**src/rtl/uart_pkg.sv**
```systemverilog
// Shared definitions for the UART loopback path: byte width, default buffer
// depth and the transmit-scheduler state encoding.
package uart_pkg;

  localparam int BYTE_W             = 8;
  localparam int DEFAULT_DEPTH_LOG2 = 4;

  typedef logic [1:0] drain_state_t;

  localparam drain_state_t IDLE       = 2'd0;
  localparam drain_state_t WAIT_START = 2'd1;
  localparam drain_state_t WAIT_END   = 2'd2;

endpackage

```
**src/rtl/uart_byte_fifo.sv**
```systemverilog
// Circular byte store with registered occupancy and full/empty flags.
// A pop frees a slot in the same cycle, so a push at full is accepted alongside it.
module uart_byte_fifo
  import uart_pkg::*;
#(
  parameter int DEPTH_LOG2 = DEFAULT_DEPTH_LOG2
) (
  input  logic                  clk,
  input  logic                  rst,
  input  logic                  push,
  input  logic [BYTE_W-1:0]     push_data,
  input  logic                  pop,
  output logic [BYTE_W-1:0]     pop_data,
  output logic [DEPTH_LOG2:0]   count,
  output logic                  empty,
  output logic                  full,
  output logic                  push_drop
);

  localparam int DEPTH = 1 << DEPTH_LOG2;
  localparam logic [DEPTH_LOG2:0]   CNT_ONE  = {{DEPTH_LOG2{1'b0}}, 1'b1};
  localparam logic [DEPTH_LOG2:0]   CNT_ZERO = {(DEPTH_LOG2+1){1'b0}};
  localparam logic [DEPTH_LOG2:0]   CNT_FULL = {1'b1, {DEPTH_LOG2{1'b0}}};
  localparam logic [DEPTH_LOG2-1:0] PTR_ONE  = {{(DEPTH_LOG2-1){1'b0}}, 1'b1};
  localparam logic [DEPTH_LOG2-1:0] PTR_ZERO = {DEPTH_LOG2{1'b0}};

  logic [BYTE_W-1:0]     mem_r [0:DEPTH-1];
  logic [DEPTH_LOG2-1:0] wr_ptr_r;
  logic [DEPTH_LOG2-1:0] rd_ptr_r;
  logic [DEPTH_LOG2:0]   count_r;
  logic [DEPTH_LOG2:0]   count_nxt_s;
  logic                  empty_r;
  logic                  full_r;
  logic                  pop_en_s;
  logic                  push_en_s;

  assign pop_en_s  = pop & ~empty_r;
  assign push_en_s = push & (~full_r | pop_en_s);

  // Next occupancy from the accepted push/pop pair
  always_comb begin
    count_nxt_s = count_r;
    case ({push_en_s, pop_en_s})
      2'b10:   count_nxt_s = count_r + CNT_ONE;
      2'b01:   count_nxt_s = count_r - CNT_ONE;
      default: count_nxt_s = count_r;
    endcase
  end

  // Pointers, occupancy and flags
  always_ff @(posedge clk) begin
    if (rst) begin
      wr_ptr_r <= PTR_ZERO;
      rd_ptr_r <= PTR_ZERO;
      count_r  <= CNT_ZERO;
      empty_r  <= 1'b1;
      full_r   <= 1'b0;
    end else begin
      if (push_en_s) wr_ptr_r <= wr_ptr_r + PTR_ONE;
      if (pop_en_s)  rd_ptr_r <= rd_ptr_r + PTR_ONE;
      count_r <= count_nxt_s;
      empty_r <= (count_nxt_s == CNT_ZERO);
      full_r  <= (count_nxt_s == CNT_FULL);
    end
  end

  // Storage array; contents are don't-care until written
  always_ff @(posedge clk) begin
    if (push_en_s) mem_r[wr_ptr_r] <= push_data;
  end

  assign pop_data  = mem_r[rd_ptr_r];
  assign count     = count_r;
  assign empty     = empty_r;
  assign full      = full_r;
  assign push_drop = push & ~push_en_s;

endmodule

```
**src/rtl/uart_tx_buffer.sv**
```systemverilog
// Receive-to-transmit byte buffer with a one-byte-in-flight drain scheduler.
// Optional sticky drop flag o_OVERFLOW is built when UART_TX_BUFFER_OVERFLOW_EN is defined.
module uart_tx_buffer
  import uart_pkg::*;
#(
  parameter int DEPTH_LOG2 = DEFAULT_DEPTH_LOG2
) (
  input  logic                i_CLK,
  input  logic                i_RESET,
  input  logic                i_rx_DATA_READY,
  input  logic [BYTE_W-1:0]   i_rx_DATA,
  input  logic                i_tx_BUSY,
  output logic                o_tx_DATA_READY,
  output logic [BYTE_W-1:0]   o_tx_DATA,
  output logic [DEPTH_LOG2:0] o_COUNT,
  output logic                o_EMPTY,
  output logic                o_FULL
`ifdef UART_TX_BUFFER_OVERFLOW_EN
  , output logic              o_OVERFLOW
`endif
);

  drain_state_t        state_r;
  drain_state_t        state_nxt_s;
  logic                launch_s;
  logic                tx_rdy_r;
  logic [BYTE_W-1:0]   tx_data_r;
  logic [BYTE_W-1:0]   head_s;
  logic                empty_s;
  logic                drop_s;

  uart_byte_fifo #(
    .DEPTH_LOG2 (DEPTH_LOG2)
  ) u_fifo (
    .clk       (i_CLK),
    .rst       (i_RESET),
    .push      (i_rx_DATA_READY),
    .push_data (i_rx_DATA),
    .pop       (launch_s),
    .pop_data  (head_s),
    .count     (o_COUNT),
    .empty     (empty_s),
    .full      (o_FULL),
    .push_drop (drop_s)
  );

  assign launch_s = (state_r == IDLE) & ~empty_s & ~i_tx_BUSY;

  // Drain scheduler next state: launch, wait for busy rise, wait for busy fall
  always_comb begin
    state_nxt_s = state_r;
    case (state_r)
      IDLE: begin
        if (launch_s) state_nxt_s = WAIT_START;
        else          state_nxt_s = IDLE;
      end
      WAIT_START: begin
        if (i_tx_BUSY) state_nxt_s = WAIT_END;
        else           state_nxt_s = WAIT_START;
      end
      WAIT_END: begin
        if (!i_tx_BUSY) state_nxt_s = IDLE;
        else            state_nxt_s = WAIT_END;
      end
      default: state_nxt_s = IDLE;
    endcase
  end

  // State and registered transmitter outputs; o_tx_DATA holds between launches
  always_ff @(posedge i_CLK) begin
    if (i_RESET) begin
      state_r   <= IDLE;
      tx_rdy_r  <= 1'b0;
      tx_data_r <= {BYTE_W{1'b0}};
    end else begin
      state_r  <= state_nxt_s;
      tx_rdy_r <= launch_s;
      if (launch_s) tx_data_r <= head_s;
    end
  end

  assign o_tx_DATA_READY = tx_rdy_r;
  assign o_tx_DATA       = tx_data_r;
  assign o_EMPTY         = empty_s;

`ifdef UART_TX_BUFFER_OVERFLOW_EN
  logic overflow_r;

  // Sticky drop flag, cleared only by reset
  always_ff @(posedge i_CLK) begin
    if (i_RESET)     overflow_r <= 1'b0;
    else if (drop_s) overflow_r <= 1'b1;
  end

  assign o_OVERFLOW = overflow_r;
`else
  logic unused_drop_s;
  assign unused_drop_s = drop_s;
`endif

endmodule

```
**config.mk**
```make
export PLATFORM = sky130hd
export DESIGN_NAME = uart_tx_buffer
export DESIGN_NICKNAME = d
export VERILOG_FILES = /design/src/rtl/uart_pkg.sv /design/src/rtl/uart_byte_fifo.sv /design/src/rtl/uart_tx_buffer.sv
export SDC_FILE = /design/constraint.sdc
export NUM_CORES = 1
export LEC_CHECK = 0
export ABC_AREA = 1
export CAP_MARGIN = 20
export CORE_MARGIN = 4
export CORE_UTILIZATION = 35
export CTS_BUF_LIST = sky130_fd_sc_hd__clkbuf_2 sky130_fd_sc_hd__clkbuf_4 sky130_fd_sc_hd__clkbuf_8
export DETAILED_ROUTE_END_ITERATION = 10
export SLEW_MARGIN = 5
export SYNTH_ARGS = -nofsm -noshare
export SYNTH_HDL_FRONTEND = slang
export SYNTH_SLANG_ARGS = --single-unit
```
**constraint.sdc**
```tcl
create_clock -name i_CLK -period 3.41 [get_ports i_CLK]
set_input_delay 0.682 -clock i_CLK [delete_from_list [all_inputs] [get_ports i_CLK]]
set_output_delay 0.682 -clock i_CLK [all_outputs]
set_load 0.02 [all_outputs]
```
==> summary.txt <==
All-Layer GR Usage = 14.9%
end of the worst register-to-register path = u_fifo.empty
post-synthesis mux area share = 0.157%
R2R depth = 17
Synth top cells by count = nor2_1, edfxtp_1, nand2_1, o21ai_0
Top FF cell, synth = edfxtp_1
DR iter-0 viols = 383
Setup Viol. Count Final = 0
Crit path largest cell delay = 0.41 ns
placed insts = 813
Horiz. Die Dim = 143 µm
sequence of cells on the critical path = clkdlybuf4s50_1 > nor2_1 > nand2_1 > nand2_1 > nand2_1 > ha_1 > nand2_1 > inv_1 > nor2_1 > ha_1 > inv_1 > nand2_1 > nand2_1 > nand3_1 > nand2_1 > nor2_1 > nand3_1 > o21bai_1
Initial Util = 35.5%
Yosys warning total = 0
# DRC = 0
post-synthesis adder-cell area fraction = 1.77%
DP Area = 0.00689 mm²
CTS buffer count = 17
Critical Path Fanout Max = 7
share of cells above drive strength 1 = 8.93%
H-tree Lvls = 4
dominant cell type by area after synthesis = edfxtp_1
Tcrit/Tclk final = 80.6%
Max clock buf depth = 2
status = finished, final reports clean
port bufs = 27
RR Startpoint = state_r[1]
maxcap violations = 0
FMAX = 0.364 GHz
Setup TNS = 0 ns
post-DP HPWL = 9090 µm
first-pass GRT wire length = 23000 µm
GPL Wtd Cong = 0.812
Syn Std Cell Area = 0.00636 mm²
Hold EP = state_r[0]
Mapped Nets = 586
grt ovf = 0
Hold Path Cell Cnt = 1
Worst EP required = 3.79 ns
Reg clk slew, reported paths = 0.08 ns
P_leak = 2.55 nW
Final Total Pwr = 4.35 mW
Reg2Reg Setup Slack = 1.01 ns
via count = 4246
final wirelength = 14500 µm
pin count of the biggest net entering global routing = 67
top post-synthesis cells by area = edfxtp_1, nor2_1, dfxtp_1
Synth Area in Compound Gates = 10.4%
count leader, synth = nor2_1
Simple-Gate Fraction of Synth Area = 14.0%
crit start category = primary input
Rel. slew slack = 45.3%
Worst-Margin Slew = 0.821 ns
Avg Inst Size Synth = 11.3 µm²
initial antenna violation count = 0
Seq cells post-synth = 154
post-synth cell types = 26
Via density = 5.02
Final Max Slew Viols = 0
VDD IR max = 311 µV
Power per Cell Area = 600 mW/mm²
crit path capture type = flip-flop
XOR/XNOR share of the synthesized area = 0.275%
CTS tree = done
most used cell, CP = nand2_1
Layout area overhead = 14.0%
hold-fix buffers at CTS = 0
num rows = 49
CP max-delay cell = clkdlybuf4s50_1
Final Hold Viols = 0
post-route cell area = 0.00725 mm²
CTS root buf = clkbuf_8
Cells after Synth = 565
full die area = 0.0204 mm²
CTS sink count = 154
Worst Clk Skew = 0.0112 ns
WP data arrival = 3.12 ns
Min Clock Period, post-route = 2.75 ns
ant diodes = 0
post-route antenna net violation count = 0
HP Start = u_fifo.empty
final net count = 624
final non-filler cell total = 845
Async S/R FF share, synth = 0%
vias in the first global route = 4166
# resized after CTS = 0
RSZ-0062 raised after global routing = no
largest family of logic cells by synthesized area = simple AND/OR/NAND/NOR gates
Post-CTS Setup Inserts = 0
IO Pins = 28
Skew-Pair Late Insertion Delay = 0.44 ns
Core ar. = 0.0179 mm²
HP Class = flip-flop to flip-flop
Synth top area share = 60.4%
Die Y = 143 µm
EDFF count, synth = 128
drt pass-1 iters = 5
register area share after synthesis = 68.6%
Avg WL per Cell = 17.2 µm
Crit Path Class = primary input to flip-flop
-- how the worst max path moves through the flow --
stage / from / to / slack (ns) / cells after the start
2_1_floorplan: i_tx_BUSY / u_fifo.empty / 0.99 / 14
3_3_place_gp: i_tx_BUSY / u_fifo.empty / 0.41 / 15
3_5_place_dp: i_tx_BUSY / u_fifo.empty / 0.24 / 15
4_1_cts: i_tx_BUSY / u_fifo.empty / 0.72 / 15
5_1_grt: i_tx_BUSY / u_fifo.full / 0.42 / 20
6_report: i_tx_BUSY / u_fifo.empty / 0.66 / 18
-- kinds of logic (layout without fill, tap and decap cells) --
family          count (synthesis)  in the layout
xor+xnor                        2              2
simple gates                  225            225
buf+inv                        59            110
flops                         154            154
fa+ha+maj                       9              9
compound gates                115            115
mux                             1              1
-- placed cells by master (no fill, tap or decap), drive strengths merged, types with 8 or more instances in the layout --
master	netlist	layout
nand2	49	49
dfxtp	26	26
buf	21	22
clkdlybuf4s50	0	27
ha	9	9
edfxtp	128	128
nand3	32	32
clkinv	2	8
nor2	141	141
inv	27	27
o21ai	71	71
clkbuf	9	24
a21oi	9	9
o211ai	32	32
-- critical path: cells and delay by family --
family                     cells  cell delay, ns
AOI/OAI and AO/OA              1            0.13
adders and majority gates      2            0.49
buffers and inverters          3            0.51
and+or+nand+nor               12            1.30
-- sequential cells by signal (all words and copies together), names as in the netlist --
name	cells
u_fifo.full	1
u_fifo.count	5
u_fifo.empty	1
u_fifo.mem_r	128
o_tx_DATA_READY	1
state_r	2
o_tx_DATA	8
u_fifo.wr_ptr_r	4
u_fifo.rd_ptr_r	4
-- layout make-up --
| class | count | area [µm²] |
|---|---|---|
| clock inverter | 8 | 72.6 |
| fill | 1706 | 10700 |
| sequential | 154 | 4370 |
| clock buffer | 24 | 287 |
| tap | 229 | 287 |
| inverter | 29 | 109 |
| multi-input combinational | 352 | 1700 |
| timing repair buffer | 49 | 435 |
-- metal layers --
| layer | wire length [µm] | part of all wire [%] | global-route usage (%) |
|---|---|---|---|
| met1 | 6580 | 45 | 20.4 |
| met2 | 6840 | 47 | 23.3 |
| met3 | 888 | 6.1 | 3.95 |
| met4 | 234 | 1.6 | 4.65 |
| met5 | 0 | 0 | 0 |
-- where the power goes --
group	switching (mW)	internal (mW)	total (mW)
combinational	0.565	0.325	0.890
clock	0.632	0.627	1.26
sequential	0.0855	2.12	2.20
total	1.28	3.07	4.35
-- through the flow --
step	worst slack (ns)	hold slack, ns	util, %
finish	0.663	0.459	40.5
global route	0.422	0.505	40.5
CTS	0.724	0.461	40.5
detailed placement	0.244	0.455	38.5
global placement	0.408	0.452	38.5
floorplan	0.991	0.430	-
Note: power is estimated with default switching activity, not from simulation.
